$ cat src/rtl/cpu_sequencer.sv
// Control sequencer for a two-byte-instruction CPU: fetches byte0/byte1, decodes,
// drives memory/PC/register-file strobes and counts retired instructions.
module cpu_sequencer (
    input  logic        clk,
    input  logic        reset_n,
    input  logic        start,
    input  logic [7:0]  mem_rdata,
    input  logic        mem_ack,
    input  logic [7:0]  r_val,
    output logic        mem_req,
    output logic        mem_we,
    output logic        addr_sel,
    output logic        repc,
    output logic        inc,
    output logic [3:0]  ir_opcode,
    output logic [3:0]  ir_reg,
    output logic [7:0]  ir_operand_addr,
    output logic        reg_we,
    output logic        halted,
    output logic        illegal,
    output logic [15:0] retired
);

    typedef enum logic [2:0] {
        S_IDLE   = 3'd0,
        S_FETCH0 = 3'd1,
        S_FETCH1 = 3'd2,
        S_EXEC   = 3'd3,
        S_MEM    = 3'd4,
        S_BRANCH = 3'd5,
        S_HALT   = 3'd6
    } state_t;

    localparam logic [3:0] OP_NOP  = 4'h0;
    localparam logic [3:0] OP_LD   = 4'h1;
    localparam logic [3:0] OP_ST   = 4'h2;
    localparam logic [3:0] OP_ADD  = 4'h3;
    localparam logic [3:0] OP_SUB  = 4'h4;
    localparam logic [3:0] OP_AND  = 4'h5;
    localparam logic [3:0] OP_OR   = 4'h6;
    localparam logic [3:0] OP_MOV  = 4'h7;
    localparam logic [3:0] OP_B    = 4'h8;
    localparam logic [3:0] OP_BP   = 4'h9;
    localparam logic [3:0] OP_BN   = 4'hA;
    localparam logic [3:0] OP_BZ   = 4'hB;
    localparam logic [3:0] OP_HALT = 4'hF;

    state_t      r_state;
    state_t      w_next;
    logic [3:0]  r_ir_opcode;
    logic [3:0]  r_ir_reg;
    logic [7:0]  r_ir_operand;
    logic [15:0] r_retired;
    logic        r_illegal;

    logic        w_mem_req;
    logic        w_mem_we;
    logic        w_addr_sel;
    logic        w_repc;
    logic        w_inc;
    logic        w_reg_we;
    logic        w_ld_ir0;
    logic        w_ld_ir1;
    logic        w_retire;
    logic        w_set_illegal;

    function automatic logic branch_taken(input logic [3:0] op, input logic [7:0] val);
        logic taken;
        case (op)
            OP_B:    taken = 1'b1;
            OP_BP:   taken = ~val[7];
            OP_BN:   taken = val[7];
            OP_BZ:   taken = (val == 8'h00);
            default: taken = 1'b0;
        endcase
        return taken;
    endfunction

    // State register.
    always_ff @(posedge clk or negedge reset_n) begin
        if (!reset_n) begin
            r_state <= S_IDLE;
        end else begin
            r_state <= w_next;
        end
    end

    // Next-state decode and combinational strobes; mem_ack only matters while requesting.
    always_comb begin
        w_next        = r_state;
        w_mem_req     = 1'b0;
        w_mem_we      = 1'b0;
        w_addr_sel    = 1'b0;
        w_repc        = 1'b0;
        w_inc         = 1'b0;
        w_reg_we      = 1'b0;
        w_ld_ir0      = 1'b0;
        w_ld_ir1      = 1'b0;
        w_retire      = 1'b0;
        w_set_illegal = 1'b0;
        case (r_state)
            S_IDLE: begin
                if (start) begin
                    w_next = S_FETCH0;
                end else begin
                    w_next = S_IDLE;
                end
            end
            S_FETCH0: begin
                w_mem_req = 1'b1;
                if (mem_ack) begin
                    w_repc   = 1'b1;
                    w_inc    = 1'b1;
                    w_ld_ir0 = 1'b1;
                    w_next   = S_FETCH1;
                end else begin
                    w_next = S_FETCH0;
                end
            end
            S_FETCH1: begin
                w_mem_req = 1'b1;
                if (mem_ack) begin
                    w_repc   = 1'b1;
                    w_inc    = 1'b1;
                    w_ld_ir1 = 1'b1;
                    w_next   = S_EXEC;
                end else begin
                    w_next = S_FETCH1;
                end
            end
            S_EXEC: begin
                case (r_ir_opcode)
                    OP_NOP: begin
                        w_retire = 1'b1;
                        w_next   = S_FETCH0;
                    end
                    OP_ADD, OP_SUB, OP_AND, OP_OR, OP_MOV: begin
                        w_reg_we = 1'b1;
                        w_retire = 1'b1;
                        w_next   = S_FETCH0;
                    end
                    OP_LD, OP_ST: begin
                        w_next = S_MEM;
                    end
                    OP_B, OP_BP, OP_BN, OP_BZ: begin
                        w_next = S_BRANCH;
                    end
                    OP_HALT: begin
                        w_retire = 1'b1;
                        w_next   = S_HALT;
                    end
                    default: begin
                        // Reserved opcodes flag illegal and otherwise behave as NOP.
                        w_set_illegal = 1'b1;
                        w_retire      = 1'b1;
                        w_next        = S_FETCH0;
                    end
                endcase
            end
            S_MEM: begin
                w_mem_req  = 1'b1;
                w_addr_sel = 1'b1;
                w_mem_we   = (r_ir_opcode == OP_ST);
                if (mem_ack) begin
                    w_reg_we = (r_ir_opcode == OP_LD);
                    w_retire = 1'b1;
                    w_next   = S_FETCH0;
                end else begin
                    w_next = S_MEM;
                end
            end
            S_BRANCH: begin
                w_repc   = branch_taken(r_ir_opcode, r_val);
                w_inc    = 1'b0;
                w_retire = 1'b1;
                w_next   = S_FETCH0;
            end
            S_HALT: begin
                w_next = S_HALT;
            end
            default: begin
                w_next = S_IDLE;
            end
        endcase
    end

    // Instruction register, retire counter and sticky illegal flag.
    always_ff @(posedge clk or negedge reset_n) begin
        if (!reset_n) begin
            r_ir_opcode  <= 4'h0;
            r_ir_reg     <= 4'h0;
            r_ir_operand <= 8'h00;
            r_retired    <= 16'h0000;
            r_illegal    <= 1'b0;
        end else begin
            if (w_ld_ir0) begin
                r_ir_opcode <= mem_rdata[7:4];
                r_ir_reg    <= mem_rdata[3:0];
            end
            if (w_ld_ir1) begin
                r_ir_operand <= mem_rdata;
            end
            if (w_retire) begin
                r_retired <= r_retired + 16'd1;
            end
            if (w_set_illegal) begin
                r_illegal <= 1'b1;
            end
        end
    end

    assign mem_req         = w_mem_req;
    assign mem_we          = w_mem_we;
    assign addr_sel        = w_addr_sel;
    assign repc            = w_repc;
    assign inc             = w_inc;
    assign reg_we          = w_reg_we;
    assign ir_opcode       = r_ir_opcode;
    assign ir_reg          = r_ir_reg;
    assign ir_operand_addr = r_ir_operand;
    assign halted          = (r_state == S_HALT);
    assign illegal         = r_illegal;
    assign retired         = r_retired;

endmodule

$ cat config.mk
export PLATFORM = sky130hd
export DESIGN_NAME = cpu_sequencer
export DESIGN_NICKNAME = d
export VERILOG_FILES = /design/src/rtl/cpu_sequencer.sv
export SDC_FILE = /design/constraint.sdc
export NUM_CORES = 1
export LEC_CHECK = 0
export CAP_MARGIN = 20
export CORE_MARGIN = 2
export CORE_UTILIZATION = 49
export DETAILED_ROUTE_END_ITERATION = 10
export PLACE_DENSITY = 0.95
export SLEW_MARGIN = 0
export SYNTH_ARGS = -nofsm -noshare
export SYNTH_HDL_FRONTEND = slang
export SYNTH_SLANG_ARGS = --single-unit
$ cat constraint.sdc
create_clock -name clk -period 4.7 [get_ports clk]
set_input_delay 0.94 -clock clk [delete_from_list [all_inputs] [get_ports clk]]
set_output_delay 0.94 -clock clk [all_outputs]
set_load 0.01 [all_outputs]
======== Word level (Yosys, flattened, before mapping) ========
Index checks and enable logic that the tools add are counted.
word-level totals
  flip-flop bits (word level) ............. 36
  output and inout bits ................... 40
  logic and storage cells ................. 58
cells by class
  add/sub/neg operators ................... 1
  eq/ne operators ......................... 18
  mux-type cells .......................... 22
  bitwise logic cells ..................... 1
  reduce and logical (&&, ||, !) cells .... 10
operators by type and width
  cell                                                              count
  3-bit one-hot mux with 7 select lines                             1
  4-bit == test (second input constant)                             5
  16-bit by 1-bit adder with 16-bit output (second input constant)  1
  4-bit by 3-bit == test with 1-bit output (second input constant)  4
  1-bit two-way mux                                                 14
  13-bit OR reduction                                               1
  3-bit == test (second input constant)                             3
  3-bit one-hot mux with 3 select lines                             1
  4-bit by 2-bit == test with 1-bit output (second input constant)  2
  8-bit logical NOT                                                 1
  3-bit by 2-bit == test with 1-bit output (second input constant)  2
  6-bit OR reduction                                                1
  5-bit OR reduction                                                1
  4-bit by 1-bit == test with 1-bit output (second input constant)  1
  4-bit logical NOT                                                 1
  1-bit one-hot mux with 2 select lines                             2
  1-bit one-hot mux with 4 select lines                             1
  2-bit OR reduction                                                2
  4-bit OR reduction                                                1
  3-bit by 1-bit == test with 1-bit output (second input constant)  1
  3-bit logical NOT                                                 1
  3-bit two-way mux                                                 1
  1-bit one-hot mux with 3 select lines                             1
  3-bit OR reduction                                                1
  other kinds (2)                                                   2

======== Longest topological paths before layout ========
  word-level depth ........................ 4
  mapped depth ............................ 6
  depth with buffers taken out ............ 5

======== Least setup slack after synthesis ========
OpenSTA, ideal clock, no wires.
  kind .................................... input -> output
  start ................................... input port mem_ack
  end ..................................... output port reg_we
  arrival ................................. 1.567 ns
  path slack .............................. 2.193 ns
  stages on the path ...................... 4
  path buffers ............................ 0
  cells stage by stage .................... nor4b_1 -> a22o_1 -> nand2_1 -> a21oi_1
on the way
  cells in the longest elaborated chain, start to end .. 2
RTL lines
  item                                   RTL line  source
  start, declared                        8         input logic mem_ack,
  1-bit two-way mux                      164       if (mem_ack) begin
  1-bit one-hot mux with 2 select lines  101       case (r_state)
  end, declared                          18        output logic reg_we,
No other way between the ends.

======== Worst setup path after layout ========
Ends and elaborated chain as after synthesis.

==> reports/metrics.cfg <==
[yosys]
synth-xor-area-share_pct=7.97
synthTopCellsByArea=dfrtp_1 (48%), mux2_2 (10%), xnor2_1 (7.5%)
synth-compound-area-share_pct=11.6
yosysMostFrequentCell=dfrtp_1
synthCells=161
ys_types=39
yosysWarnings=0
synth-edff-count=0
synth_ff_type=dfrtp_1
synth-adder-area-share_pct=0.670
syn_nets=182
syn-cell-area_um2=1870
seq_area_frac_synth_pct=48.2
synth_top_cell_by_area=dfrtp_1
synth_mux_area_share_pct=10.2
synth_common_cells=dfrtp_1 (36), mux2_2 (17), xnor2_1 (16)
synth-simple-area-share_pct=16.5
async_flop_share_pct=100
synth_top_family_by_area=simple AND/OR/NAND/NOR gates
avgSynthCellArea_um2=11.6
ys_ff_latch=36
yosysTopAreaCellShare_pct=48.2

[drt]
routedWlPerCell_um=14.8
first_iter_violations=64
routed_wl_mm=3.92
routed_via_density=5.42
firstDrtPassIters=4
drc=0
vias=1431
ant_nets=0

[layout]
regArea_um2=901
largest_reg_flops=16
nNetsFinal=236
layout-drive-gt1-share_pct=16.2
antenna_cells=0
fillers=282
syn_to_final_growth_pct=37.3
multi_input_area_um2=877

[floorplan]
coreArea_um2=3660
io_pins=60
die_w_um=65.7
rows=22
dieArea_um2=4320
fp.dieH_um=65.7
start_util_pct=51.0

[worst_setup_path]
worstPathMaxFanout=4
worstPathArrival_ps=2660
worstSetupPathType=in2out
crit_path_start_kind=input port
end_kind=output pin
cp.required_ps=3760

[placed_design]
numPortBuffers=59
place.gp.congestion=0.818
dp_hpwl_mm=2.83

[sta]
slew_headroom_pct=48.0
max_freq_mhz=278
rsz0062_at_grt=no
drv_slew=0
finalSetupViolations=0
fin_skew_ps=4.00
worstMarginPinSlew_ps=780
tns_ps=0
fin_crit_sh_pct=76.7
hold_violations=0
hold_slack_ps=483
min_period_ps=3600

[global_routing]
grt-ovfl-total=0
grt_first_pass_wirelength_mm=6.49
grt_usage_pct=19.7
antenna_found_initial=0
grt_pass1_vias=1407
grt_max_degree=37

[pwr]
p_leak_nw=1.03
irDropWorstVdd_mv=0.391
power_density_nw_per_um2=595

[clocking]
worstSkewPairLatency_ps=270
cts_resized=0
clock-sinks=36
post_cts_buffers=0
cts_root_buf=clkbuf_8
numCtsBuffers=5
cts_tree=yes
postCtsHoldBufs=0
clk_path_buf_depth=2
clk_pin_slew_ps=70
htree_levels=2

[outcome]
status=finished clean

[flow_run]
maxCapViolCount=0

[hold_path]
hold_path_class=reg2reg

critical path, stage by stage:
cell	delay (ps)
clkdlybuf4s50_1	560
nor4b_1	260
a22o_1	170
nand2_1	50
a21oi_1	150
clkdlybuf4s50_1	550
layout make-up:
class	instances	share of cell area (%)
Sequential cell	36	35.1
Multi-Input combinational cell	109	34.2
Timing Repair Buffer	59	22.8
Clock buffer	7	3.76
Tap cell	48	2.34
Clock inverter	1	1.17
Inverter	4	0.585
placed cells by master (no fill, tap or decap), types with 2 or more instances in the layout:
master / count
nor2_1: 7
nor2b_1: 3
clkdlybuf4s50_1: 58
and3_1: 4
clkbuf_8: 7
mux2_2: 17
nand2b_4: 2
o21ai_0: 9
o2111ai_1: 7
nand2_1: 4
dfrtp_1: 36
o22ai_1: 3
and2_1: 3
nor3_4: 2
xnor2_1: 16
a21oi_1: 3
nor4_1: 2
inv_1: 4
nand2b_1: 2
nand3_1: 5
o211ai_1: 3
nor4b_1: 2
final timing paths:
| path | start | endpoint | slack [ps] | cells after the start |
|---|---|---|---|---|
| hold / removal | illegal$_DFFE_PN0P_ | illegal$_DFFE_PN0P_ | 480 | 1 |
| setup reg to reg | r_state[1]$_DFF_PN0_ | retired[1]$_DFFE_PN0P_ | 2730 | 4 |
| max in group asynchronous | reset_n | retired[1]$_DFFE_PN0P_ | 3460 | 1 |
| hold reg to reg | illegal$_DFFE_PN0P_ | illegal$_DFFE_PN0P_ | 480 | 1 |
| min in group asynchronous | reset_n | retired[9]$_DFFE_PN0P_ | 740 | 1 |
| setup / recovery | mem_ack | reg_we | 1100 | 6 |
routing by layer:
| layer | GRT usage [%] | routed length (µm) | part of all wire, % |
|---|---|---|---|
| met5 | 0 | 0 | 0 |
| met1 | 25.7 | 1690 | 43 |
| met3 | 4.11 | 205 | 5.2 |
| met2 | 32.4 | 1980 | 50 |
| met4 | 6.77 | 44 | 1.1 |
power breakdown:
part | switching, mW | total (mW) | internal [mW]
logic | 0.260 | 0.661 | 0.401
clock network | 0.102 | 0.289 | 0.187
registers | 0.159 | 0.576 | 0.417
total | 0.520 | 1.53 | 1.01
stage by stage:
stage	power [mW]	instances	worst slack, ps	area, µm²	util (%)
after floorplan	0.955	161	2190	1870	-
final	1.53	264	1100	2560	70.1
after detailed placement	1.24	256	1100	2440	66.6
after global routing	1.62	264	951	2560	70.1
after CTS	1.54	264	1100	2560	70.1
after global placement	1.23	256	1140	2440	66.6
cell families (layout without fill, tap and decap cells):
kind of cell | Yosys count | in the layout
compound gates | 31 | 31
xor+xnor | 17 | 17
fa+ha+maj | 1 | 1
buf+inv | 16 | 71
flops | 36 | 36
mux | 17 | 17
simple gates | 43 | 43
Power figures use the tool's default switching activity.
